`config.mk`:
```
export PLATFORM = sky130hd
export DESIGN_NAME = led_accum_ctrl
export DESIGN_NICKNAME = d
export VERILOG_FILES = /design/src/rtl/led_accum_ctrl.sv
export SDC_FILE = /design/constraint.sdc
export NUM_CORES = 1
export LEC_CHECK = 0
export BUFFER_PORTS_ARGS = -buffer_cell sky130_fd_sc_hd__clkbuf_2
export CAP_MARGIN = 20
export CORE_ASPECT_RATIO = 1.4
export CORE_MARGIN = 2
export CORE_UTILIZATION = 50
export DETAILED_ROUTE_END_ITERATION = 16
export PLACE_DENSITY_LB_ADDON = 0.12
export SLEW_MARGIN = 20
export SYNTH_ARGS = -nofsm -noshare
export SYNTH_HDL_FRONTEND = slang
export SYNTH_SLANG_ARGS = --single-unit
export TNS_END_PERCENT = 10
```
`constraint.sdc`:
```
create_clock -name CLK -period 3.85 [get_ports CLK]
set_input_delay 0 -clock CLK [delete_from_list [all_inputs] [get_ports CLK]]
set_output_delay 0 -clock CLK [all_outputs]
set_load 0.005 [all_outputs]
```
`src/rtl/led_accum_ctrl.sv`:
```
// Thresholded per-channel sample accumulator with a 3-state accept/arm/accumulate FSM and LED byte view.
// Optional build macro LED_ACCUM_SAT_EN: saturate accumulators instead of wrapping.
module led_accum_ctrl #(
  parameter int DATA_W     = 8,
  parameter int NCH        = 4,
  parameter int ACC_W      = 32,
  parameter int THRESH     = 7,
  parameter int SEL_THRESH = 11,
  localparam int CH_W      = (NCH > 1) ? $clog2(NCH) : 1
) (
  input  logic              CLK,
  input  logic              RST,
  input  logic              enable,
  input  logic              clr,
  input  logic              in_valid,
  output logic              in_ready,
  input  logic [DATA_W-1:0] in_data,
  input  logic [CH_W-1:0]   in_ch,
  input  logic [CH_W-1:0]   led_sel,
  output logic [ACC_W-1:0]  acc_out,
  output logic [NCH-1:0]    ovf,
  output logic              busy,
  output logic [7:0]        led
);

  localparam logic [DATA_W-1:0] THR_V = DATA_W'(THRESH);
  localparam logic [DATA_W-1:0] SEL_V = DATA_W'(SEL_THRESH);

  typedef enum logic [1:0] {IDLE, ARM, ACCUM} state_t;

  state_t                       state, state_nxt;
  logic [DATA_W-1:0]            dat_q, last_val;
  logic [CH_W-1:0]              ch_q;
  logic [NCH-1:0][ACC_W-1:0]    acc;
  logic [ACC_W:0]               sum;
  logic [ACC_W-1:0]             acc_nxt;
  logic                         hs, take, ch_ok, sel_ok;

  assign in_ready = (state == IDLE) && enable && !clr;
  assign hs       = in_valid && in_ready;
  assign ch_ok    = 32'(in_ch) < NCH;
  // Low samples and out-of-range channels are consumed without leaving IDLE
  assign take     = hs && (in_data > THR_V) && ch_ok;

  assign sum = {1'b0, acc[ch_q]} + (ACC_W+1)'(dat_q);
`ifdef LED_ACCUM_SAT_EN
  assign acc_nxt = sum[ACC_W] ? {ACC_W{1'b1}} : sum[ACC_W-1:0];
`else
  assign acc_nxt = sum[ACC_W-1:0];
`endif

  always_comb begin
    state_nxt = state;
    case (state)
      IDLE:    if (take) state_nxt = ARM;
      ARM:     state_nxt = ACCUM;
      ACCUM:   state_nxt = IDLE;
      default: state_nxt = IDLE;
    endcase
  end

  always_ff @(posedge CLK) begin
    if (RST) begin
      state    <= IDLE;
      acc      <= '0;
      ovf      <= '0;
      last_val <= '0;
      dat_q    <= '0;
      ch_q     <= '0;
    end else if (clr) begin
      // Clear wins over an accumulate completing on the same edge
      state    <= IDLE;
      acc      <= '0;
      ovf      <= '0;
      last_val <= '0;
    end else begin
      state <= state_nxt;
      if (take) begin
        dat_q <= in_data;
        ch_q  <= in_ch;
      end
      if (state == ACCUM) begin
        acc[ch_q] <= acc_nxt;
        if (sum[ACC_W]) ovf[ch_q] <= 1'b1;
        last_val  <= dat_q;
      end
    end
  end

  assign busy    = (state != IDLE);
  assign sel_ok  = 32'(led_sel) < NCH;
  assign acc_out = sel_ok ? acc[led_sel] : '0;
  assign led     = (last_val > SEL_V) ? acc_out[15:8] : acc_out[7:0];

endmodule

```
==> impl_metrics.yaml <==
flow_run:
  max_cap_viol_count: 0
worst_setup_path:
  critPathLaunchType: "register"
  crit_arrival_ps: 3600
  critPathRequiredTime_ps: 4130
  worst-path-max-fanout: 13
  timing_worst_setup_path_type: "reg -> reg"
  worst_path_most_repeated_cell: "o21ai_0"
  crit_chain: "mux4_2 -> ha_1 -> a211oi_1 -> o21ai_0 -> o21ai_0 -> nor4b_2 -> xnor2_1 -> a21oi_1"
  cp-end-kind: "register"
  cp_max_delay_cell: "dfxtp_2"
  cpPeakStageDelay_ps: 600
timing:
  worst_slack_ps: 533.7
  slew_headroom: 0.3705
  finalWorstPathRequiredPeriod_ps: 3316
  final_max_tran_viols: 0
  timing.fmax_mhz: 301.5
  fin_worst_skew_ps: 9.545
  worstMarginPinSlew_ps: 944.2
  hold_violations: 1
  timing.final.setup_violations: 0
  grt_setup_unrepaired: "no"
  finalSetupTns_ps: 0
  final.hold.worst_slack_ps: -5.074
  post_route_fraction_of_the_period_consumed_by_the_critical_path: 0.8614
pwr:
  sequential_cell_fraction_of_total_power: 0.469
  internal_power_contribution_mw: 2.577
  total_leakage_power_nw: 3.303
  switching_share: 0.2278
  design_power_mw: 3.338
  clock_power_share: 0.490
  power_switching_mw: 0.7605
  ir_drop_v: 0.0002464
  p_comb_frac: 0.040
  power-per-cell-area_mw_per_mm2: 379.5
logic_synthesis:
  yosysTopAreaCell: "dfxtp_1"
  synth_sequential_area_ratio: 0.3968
  mapped_cell_area_mm2: 0.007567
  count_of_cell_types_in_the_netlist: 52
  ys.warnings.count: 0
  synth_flop_cell: "dfxtp_1"
  number_of_enable_flip_flop_cells_after_synthesis: 0
  synth_top_cells_by_area: "dfxtp_1, mux4_2, a21oi_1"
  synthCells: 769
  yosysTopAreaCellShare: 0.3968
  postSynthNetCount: 795
  ys_async_sr_fraction: 0
  yosys_register_bits: 150
  syn_area_per_cell_um2: 9.840
placed_design:
  gp_routability_congestion: 0.9247
  hpwl_um: 13090
  pre_cts_ws_ps: 538.5
  placement.io_buffers: 62
global_routing:
  leftover_overflow_at_the_end_of_global_routing: 0
  gr-usage-all-layers: 0.2648
  grt_first_pass_wirelength_um: 32690
  grt_start_max_net_pins: 61
  grt_antenna_before_repair: 0
  first_global_vias: 6184
floorplanning:
  start_util: 0.5072
  io_pins: 63
  placement_rows: 53
  die_width_um: 108.0
  fp.dieH_um: 149.6
  core-area_mm2: 0.01492
  full_die_area_mm2: 0.01615
detailed_routing:
  route.detailed.wl_per_inst_um: 19.80
  dr_total_vias: 6287
  drt_pass1_iterations: 5
  post-route-drc-count: 0
  antenna_violating_nets_post_route: 0
  wirelength_um: 20340
  via_per_instance_ratio: 6.122
  dr.first_iter.drc_count: 321
cts:
  worst_setup_hold_path_clk_slew_ps: 60
  cts_tree: "yes"
  cts_max_level: 4
  clock_latency_ps: 440
  cts_resized: 0
  post_cts.repair.setup_buffers: 0
  numCtsBuffers: 17
  numClockSinks: 150
  clockRootBuffer: "clkbuf_16"
  cts_hold_buf: 22
  clock_tree.buffer_depth: 2
status:
  run_status: "finished, violations left"
  violations: "hold timing"
layout:
  layout_filler_cell_count: 1327
  finish.net_count: 848
  num_antenna_cells: 0
  layout-drive-gt1-share: 0.2251
  area.growth.synth_to_final_pct: 16.22
hold_path:
  hold_class: "in -> reg"
-- power by group through the flow --
stage                     clock network [mW]  registers, mW  logic (mW)
after global placement                     0           1.60       0.116
after floorplan                            0           1.59      0.0870
final                                   1.64           1.57       0.134
after detailed placement                   0           1.60       0.117
after global routing                    1.72           1.57       0.144
after CTS                               1.65           1.57       0.131
-- synth_stat cells (all sizes together) (2+ instances only) --
| cell | count |
|---|---|
| dfxtp | 150 |
| a21oi | 116 |
| o21ai | 84 |
| nand2 | 73 |
| nor2 | 65 |
| mux4 | 64 |
| clkbuf | 51 |
| xnor2 | 21 |
| a211oi | 18 |
| buf | 14 |
| nand3 | 14 |
| mux2i | 12 |
| ha | 8 |
| mux2 | 8 |
| and3 | 7 |
| nor4 | 7 |
| xor2 | 7 |
| a41oi | 4 |
| and4 | 4 |
| nand2b | 4 |
| nand4 | 4 |
| a21o | 3 |
| inv | 3 |
| nor3 | 3 |
| nor3b | 3 |
| or2 | 3 |
| or3 | 3 |
| o211ai | 2 |
-- cells by family (layout without fill, tap and decap cells) --
logic type,Yosys count,in the layout,share of synthesized area
compound gates,234,234,0.1678
simple gates,196,196,0.1232
flops,150,150,0.3968
buf+inv,68,134,0.03968
fa+ha+maj,9,9,0.01587
mux,84,84,0.2232
xor+xnor,28,28,0.03340
-- worst max-delay path: cells and delay by family, from the launching register on --
kind                     cells  cell delay [ps]
multiplexers                 1              580
AO/OA/AOI/OAI                4             1090
adder cells (fa/ha/maj)      1              380
AND/OR/NAND/NOR              1              140
XOR/XNOR                     1              360
flip-flops                   1              600
-- metrics by stage --
step	utilization	cell area, um2	instances
after detailed placement	0.5342	7970	972
after global routing	0.5894	8795	1027
after global placement	0.5342	7970	972
final	0.5894	8795	1027
after floorplan	-	7567	769
after CTS	0.5874	8765	1026
-- routing by layer --
metal / track usage / wire length (um)
met3: 0.05183 / 884
met5: 0 / 0
met2: 0.4569 / 10640
met4: 0.1282 / 680
met1: 0.3136 / 8130
-- cell type report --
| cell class | count | area (um2) | area share |
|---|---|---|---|
| Clock buffer | 18 | 439.2 | 0.04994 |
| Clock inverter | 14 | 135.1 | 0.01536 |
| Inverter | 3 | 11.26 | 0.001280 |
| Multi-Input combinational cell | 551 | 4288 | 0.4876 |
| Sequential cell | 150 | 3005 | 0.3417 |
| Tap cell | 192 | 240.2 | 0.02732 |
| Timing Repair Buffer | 99 | 675.6 | 0.07682 |
-- final timing paths --
path,startpoint,endpoint,slack [ps],cells after the start
worst max-delay path,ch_q[1],acc[49],530,8
worst min-delay path,clr,acc[126],-5,4
worst max register to register,ch_q[1],acc[49],530,8
worst min register to register,last_val[5],last_val[5],460,2
-- sequential cells by signal (all words and copies together) (netlist names) --
register / cells
last_val: 6
ovf: 4
dat_q: 8
ch_q: 2
acc: 128
state: 2
-- placed cells by master, fill, tap and decap left out, types with 3 or more instances in the layout --
master,n
nor2_1,63
dlygate4sd3_1,22
xor2_1,7
ha_1,8
and4_1,3
a211oi_1,18
clkbuf_2,62
mux2_2,8
clkinv_2,7
nand4_1,4
or3_1,3
nand2b_1,4
clkbuf_16,17
mux2i_1,12
mux4_1,10
a21oi_1,116
buf_4,13
and3_1,6
nor3b_1,3
o21ai_0,83
clkinvlp_4,3
inv_1,3
a41oi_1,4
nand2_1,72
mux4_2,54
nand3_1,14
xnor2_1,20
a21o_1,3
dfxtp_1,148
nor4_1,5
Power figures use the tool's default switching activity.
